===== config.mk =====
export PLATFORM = sky130hd
export DESIGN_NAME = imem_dmem_bus_arbiter
export DESIGN_NICKNAME = d
export VERILOG_FILES = /design/src/rtl/imem_dmem_bus_arbiter.sv
export SDC_FILE = /design/constraint.sdc
export NUM_CORES = 1
export LEC_CHECK = 0
export BUFFER_PORTS_ARGS = -buffer_cell sky130_fd_sc_hd__buf_2
export CORE_AREA = 10 10 207 209
export DETAILED_ROUTE_END_ITERATION = 7
export DIE_AREA = 0 0 217 219
export SLEW_MARGIN = 20
export SYNTH_ARGS = -nofsm -noshare
export SYNTH_HDL_FRONTEND = slang
export SYNTH_SLANG_ARGS = --single-unit
export TNS_END_PERCENT = 20

===== constraint.sdc =====
create_clock -name clock -period 12.8 [get_ports clock]
set_clock_uncertainty 0.2 [all_clocks]
set_input_delay 2.56 -clock clock [delete_from_list [all_inputs] [get_ports clock]]
set_output_delay 2.56 -clock clock [all_outputs]
set_load 0.05 [all_outputs]

===== src/rtl/imem_dmem_bus_arbiter.sv =====
// Three-way memory bus arbiter (dcache > icache > prefetch) with a tag-owner table for routing returns.
// Optional prefetch aging (promotes p over i after STARVE_LIMIT denials): define MEM_ARB_PREFETCH_AGE_EN.
module imem_dmem_bus_arbiter #(
  parameter int NUM_TAGS     = 16,
  parameter int STARVE_LIMIT = 8
) (
  input  logic        clock,
  input  logic        reset,
  input  logic        nuke,
  input  logic [1:0]  d_command,
  input  logic [63:0] d_addr,
  input  logic [63:0] d_data,
  input  logic [1:0]  d_size,
  input  logic [1:0]  i_command,
  input  logic [63:0] i_addr,
  input  logic [1:0]  p_command,
  input  logic [63:0] p_addr,
  input  logic [3:0]  mem2proc_response,
  input  logic [63:0] mem2proc_data,
  input  logic [3:0]  mem2proc_tag,
  output logic [1:0]  proc2mem_command,
  output logic [63:0] proc2mem_addr,
  output logic [63:0] proc2mem_data,
  output logic [1:0]  proc2mem_size,
  output logic [3:0]  d_response,
  output logic [3:0]  i_response,
  output logic [3:0]  p_response,
  output logic        d_rd_valid,
  output logic        i_rd_valid,
  output logic        p_rd_valid,
  output logic [63:0] rd_data,
  output logic [3:0]  rd_tag,
  output logic [4:0]  outstanding_cnt
);

  localparam logic [1:0] BUS_NONE    = 2'd0;
  localparam logic [1:0] BUS_STORE   = 2'd2;
  localparam logic [1:0] SIZE_DOUBLE = 2'd3;

  localparam logic [1:0] OWN_D  = 2'd0;
  localparam logic [1:0] OWN_I  = 2'd1;
  localparam logic [1:0] OWN_P  = 2'd2;
  localparam logic [1:0] OWN_ST = 2'd3;

  localparam logic [3:0] STARVE_MAX = 4'(STARVE_LIMIT);

  typedef enum logic [1:0] {GNT_NONE, GNT_D, GNT_I, GNT_P} grant_e;

  grant_e     grant;
  logic       d_req, i_req, p_req, p_promote, accept;
  logic [1:0] win_owner;
  logic [3:0] starve_cnt;

  assign d_req = (d_command != BUS_NONE);
  assign i_req = (i_command != BUS_NONE) && !nuke;
  assign p_req = (p_command != BUS_NONE) && !nuke;

  assign p_promote = (starve_cnt == STARVE_MAX);

  always_comb begin
    grant = GNT_NONE;
    if (d_req)                  grant = GNT_D;
    else if (p_promote && p_req) grant = GNT_P;
    else if (i_req)             grant = GNT_I;
    else if (p_req)             grant = GNT_P;
  end

  always_comb begin
    proc2mem_command = BUS_NONE;
    proc2mem_addr    = 64'd0;
    proc2mem_data    = 64'd0;
    proc2mem_size    = 2'd0;
    win_owner        = OWN_D;
    case (grant)
      GNT_D: begin
        proc2mem_command = d_command;
        proc2mem_addr    = d_addr;
        proc2mem_data    = d_data;
        proc2mem_size    = d_size;
        win_owner        = (d_command == BUS_STORE) ? OWN_ST : OWN_D;
      end
      GNT_I: begin
        proc2mem_command = i_command;
        proc2mem_addr    = i_addr;
        proc2mem_size    = SIZE_DOUBLE;
        win_owner        = OWN_I;
      end
      GNT_P: begin
        proc2mem_command = p_command;
        proc2mem_addr    = p_addr;
        proc2mem_size    = SIZE_DOUBLE;
        win_owner        = OWN_P;
      end
      default: ;
    endcase
  end

  assign accept     = (grant != GNT_NONE) && (mem2proc_response != 4'd0);
  assign d_response = (grant == GNT_D) ? mem2proc_response : 4'd0;
  assign i_response = (grant == GNT_I) ? mem2proc_response : 4'd0;
  assign p_response = (grant == GNT_P) ? mem2proc_response : 4'd0;

`ifdef MEM_ARB_PREFETCH_AGE_EN
  logic [3:0] starve_q, starve_d;

  always_comb begin
    starve_d = starve_q;
    if ((p_command == BUS_NONE) || (accept && (grant == GNT_P))) starve_d = 4'd0;
    else if (starve_q != STARVE_MAX)                             starve_d = starve_q + 4'd1;
  end

  always_ff @(posedge clock or negedge reset) begin
    if (!reset) starve_q <= 4'd0;
    else        starve_q <= starve_d;
  end

  assign starve_cnt = starve_q;
`else
  assign starve_cnt = 4'd0;
`endif

  logic [NUM_TAGS-1:0]      valid_q, valid_d, stale_q, stale_d;
  logic [NUM_TAGS-1:0][1:0] owner_q, owner_d;
  logic                     ret_hit, ret_live;
  logic [1:0]               ret_owner;

  assign ret_hit   = (mem2proc_tag != 4'd0) && valid_q[mem2proc_tag];
  assign ret_owner = owner_q[mem2proc_tag];
  assign ret_live  = ret_hit && !stale_q[mem2proc_tag] && (ret_owner != OWN_ST);

  // A set of the same tag in the cycle it returns overrides the clear.
  generate
    for (genvar gi = 0; gi < NUM_TAGS; gi++) begin : g_entry
      logic set_e, clr_e, nuke_e;
      assign set_e  = accept && (mem2proc_response == 4'(gi));
      assign clr_e  = ret_hit && (mem2proc_tag == 4'(gi));
      assign nuke_e = nuke && valid_q[gi] && ((owner_q[gi] == OWN_I) || (owner_q[gi] == OWN_P));
      assign valid_d[gi] = set_e | (valid_q[gi] & ~clr_e);
      assign owner_d[gi] = set_e ? win_owner : owner_q[gi];
      assign stale_d[gi] = (set_e | clr_e) ? 1'b0 : (stale_q[gi] | nuke_e);
    end
  endgenerate

  logic [4:0] cnt_d;
  always_comb begin
    cnt_d = 5'd0;
    for (int k = 0; k < NUM_TAGS; k++) cnt_d = cnt_d + 5'(valid_d[k]);
  end

  logic        d_rd_valid_q, i_rd_valid_q, p_rd_valid_q;
  logic [63:0] rd_data_q;
  logic [3:0]  rd_tag_q;
  logic [4:0]  cnt_q;

  always_ff @(posedge clock or negedge reset) begin
    if (!reset) begin
      valid_q      <= '0;
      stale_q      <= '0;
      owner_q      <= '0;
      d_rd_valid_q <= 1'b0;
      i_rd_valid_q <= 1'b0;
      p_rd_valid_q <= 1'b0;
      rd_data_q    <= 64'd0;
      rd_tag_q     <= 4'd0;
      cnt_q        <= 5'd0;
    end else begin
      valid_q      <= valid_d;
      stale_q      <= stale_d;
      owner_q      <= owner_d;
      d_rd_valid_q <= ret_live && (ret_owner == OWN_D);
      i_rd_valid_q <= ret_live && (ret_owner == OWN_I);
      p_rd_valid_q <= ret_live && (ret_owner == OWN_P);
      if (ret_live) begin
        rd_data_q <= mem2proc_data;
        rd_tag_q  <= mem2proc_tag;
      end
      cnt_q <= cnt_d;
    end
  end

  assign d_rd_valid      = d_rd_valid_q;
  assign i_rd_valid      = i_rd_valid_q;
  assign p_rd_valid      = p_rd_valid_q;
  assign rd_data         = rd_data_q;
  assign rd_tag          = rd_tag_q;
  assign outstanding_cnt = cnt_q;

endmodule


==> flow_metrics.env <==
export IMPL_outcome="finished with violations"
export IMPL_violations="design-rule violations"
export IMPL_place_hpwl_microns=33600
export IMPL_crit_buf_inv=5
export IMPL_whs_path_depth=0
export IMPL_cts_setup_buffers=0
export IMPL_cts_htree_levels=4
export IMPL_tightestPinTransition_ns=1.10
export IMPL_worstPathArrival_ns=8.30
export IMPL_netlist_area_sq_um=8000
export IMPL_track_usage_pct=15.9
export IMPL_firstDrtPassIters=8
export IMPL_rr_startpoint="valid_q[14]"
export IMPL_ant_nets=0
export IMPL_grt_ovfl_total=0
export IMPL_grt_busiest_layer="met2"
export IMPL_hold_buffers=0
export IMPL_worstSetupStartpointType="input port"
export IMPL_relSlewSlack_pct=26.2
export IMPL_synth_edf_count=0
export IMPL_synth_largest_area_cell="dfrtp_1"
export IMPL_path_max_fanout=37
export IMPL_grt_pass1_wl_microns=57500
export IMPL_viasPerCell=4.59
export IMPL_synth_cells=700
export IMPL_setup_worst_path_start="mem2proc_tag[0]"
export IMPL_clock_sinks=139
export IMPL_drive_gt1_share_pct=57.8
export IMPL_grt_util_met2_pct=27.9
export IMPL_vias=8094
export IMPL_fin_crit_ns=8.14
export IMPL_ys_top_cells_by_area="dfrtp_1 (43%), mux2_2 (11%), a222oi_1 (8.0%)"
export IMPL_dpl_cell_area_sq_um=11200
export IMPL_synth_top_cell_area_share_pct=43.5
export IMPL_grt_max_degree=92
export IMPL_core_sq_um=38600
export IMPL_placed_cells=1729
export IMPL_ys_seq_area_share_pct=43.5
export IMPL_ff2ff_path_depth=17
export IMPL_port_buffers=558
export IMPL_grtUsageMet1_pct=18.3
export IMPL_p_leak_nw=6.14
export IMPL_yosys_cell_types_count=44
export IMPL_finalPower_mw=2.73
export IMPL_hold_start="owner_q[1]"
export IMPL_fmax_mhz=123
export IMPL_design_final_nets=1585
export IMPL_rsz0062_at_grt="no"
export IMPL_critPathMaxStageDelay_ns=0.67
export IMPL_die_area_sq_um=47500
export IMPL_clock_latency_ns=0.42
export IMPL_setup_viol=0
export IMPL_synth_main_ff_cell="dfrtp_1"
export IMPL_cts_tree="yes"
export IMPL_crit_chain="buf_2, mux4_2, a22oi_1, a21oi_1, buf_4, and3_1, o22ai_1, fa_1, inv_1, fa_1, fa_1, fa_1, inv_1, ha_1, inv_1, fa_1, nor2b_1, o21a_1"
export IMPL_hold_viol_final=0
export IMPL_p_per_area_nw_per_um2=231
export IMPL_cts_repair_resized=0
export IMPL_synth_ff_latch_count=139
export IMPL_final_area_sq_um=11800
export IMPL_drtIter0Drc=846
export IMPL_postSynth_asyncResetShare_pct=100
export IMPL_yosysWarnings=0
export IMPL_syn_nets=1054
export IMPL_vdd_drop_max_mv=0.226
export IMPL_die_x_microns=217
export IMPL_io_pins=559
export IMPL_required_ns=12.95
export IMPL_crit_type="in -> reg"
export IMPL_crit_family="adder cells"
export IMPL_drv_slew=0
export IMPL_crit_path_frequent_cell="fa_1"
export IMPL_grt_pass1_vias=8560
export IMPL_antenna_found_initial=2
export IMPL_syn_area_per_cell_sq_um=11.4
export IMPL_die_y_microns=219
export IMPL_rows=72
export IMPL_routed_wl_microns=40100
export IMPL_grtUsageMet3_pct=4.84
export IMPL_fin_crit_sh_pct=63.6
export IMPL_cts_root_buf="clkbuf_16"
export IMPL_min_path_type="reg -> reg"
export IMPL_final_instance_count_excl_fill=1762
export IMPL_cts_buffers=17
export IMPL_gp_congestion=1.03
export IMPL_setup_tns_final_ns=0
export IMPL_drc_errors=12
export IMPL_worstSetupPathDepth=18
export IMPL_initial_core_util_pct=20.7
export IMPL_end_kind="flop"
export IMPL_wl_per_cell_microns=22.8
export IMPL_cts_clk_slew_worst_paths_ns=0.06
export IMPL_area_delta_synth_final_pct=47.9
export IMPL_cp_slowest_cell="buf_2"
export IMPL_drv_cap=0
export IMPL_clockBufferDepth=2
==> state kept, by name (all words and copies together), names as in the netlist, 4 cells and up <==
name             count
outstanding_cnt      5
owner_q             32
rd_data             64
rd_tag               4
stale_q             15
valid_q             16
==> placed cells by master (no fill, tap or decap), types with 4 or more instances in the layout <==
master     count
nand3_1        8
xor2_1        15
a211oi_1       6
mux2_4        20
mux4_2        15
a21oi_1       13
dfrtp_1      139
a222oi_1      64
clkinv_2       4
a311oi_1       7
clkbuf_16     17
a22oi_1        6
ha_1           5
and2_1        77
nor3_1         6
fa_1          10
inv_1         83
a31oi_1       16
buf_2        557
buf_4          9
mux2_2        78
nor2b_1        7
a21o_1        14
nand2_1        9
nor2_1        15
==> layer usage <==
| metal | routed length, microns | vias up |
|---|---|---|
| li1 | - | 3617 |
| met1 | 15300 | 4007 |
| met2 | 20200 | 427 |
| met3 | 3680 | 43 |
| met4 | 862 | 0 |
| met5 | 0 | - |
==> where the power goes <==
| group | internal, mW | switching [mW] |
|---|---|---|
| registers | 0.626 | 0.104 |
| clock network | 0.293 | 0.191 |
| logic | 0.527 | 0.989 |
| total | 1.45 | 1.28 |
==> layout make-up <==
class	instances	area, sq um
clock buffer	18	439
multi-input combinational	423	3950
inverter	83	312
clock inverter	13	141
antenna	1	2.50
tap	518	648
timing repair buffer	567	2860
sequential	139	3480
fill	4072	26700
==> cell families (layout without fill, tap and decap cells) <==
family / after synthesis / after routing / synth area share (%)
xor gates and xnor gates: 17 / 17 / 1.86
adders and majority gates: 15 / 15 / 3.28
and+or+nand+nor: 136 / 136 / 9.82
AOI/OAI and AO/OA: 140 / 140 / 14.9
DFF: 139 / 139 / 43.5
muxes: 115 / 115 / 19.2
buffers and inverters: 138 / 681 / 7.40
other: 0 / 1 / 0
==> cell usage after synthesis (all sizes together) (3+ instances only) <==
| cell type | n |
|---|---|
| a222oi | 64 |
| a21oi | 13 |
| nor2 | 16 |
| nor2b | 7 |
| nand2 | 10 |
| a21o | 14 |
| mux2 | 98 |
| a211oi | 6 |
| ha | 5 |
| a22oi | 7 |
| and2 | 77 |
| o21a | 3 |
| nand3 | 8 |
| mux4 | 15 |
| buf | 12 |
| fa | 10 |
| a311oi | 7 |
| o21bai | 3 |
| clkbuf | 43 |
| xor2 | 15 |
| inv | 83 |
| a31oi | 16 |
| dfrtp | 139 |
| nor3b | 3 |
| nor3 | 6 |
==> path summary, 6_finish.rpt <==
kind	slack (ns)	endpoint
min in group asynchronous	2.09	rd_data[24]
worst max register to register	7.19	outstanding_cnt[4]
worst min-delay path	0.18	owner_q[1]
max in group asynchronous	8.89	owner_q[11]
worst min register to register	0.18	owner_q[1]
worst max-delay path	4.66	outstanding_cnt[4]
==> through the flow <==
| stage | utilization, % | setup slack (ns) | hold WS (ns) |
|---|---|---|---|
| 5_1_grt | 30.7 | 4.32 | 0.186 |
| 4_1_cts | 30.7 | 4.67 | 0.182 |
| 3_3_place_gp | 29.2 | 4.42 | 0.172 |
| 3_5_place_dp | 29.2 | 4.31 | 0.169 |
| 6_report | 30.7 | 4.66 | 0.180 |
| 2_1_floorplan | - | 5.35 | 0.225 |
(Power assumes the default switching activity.)
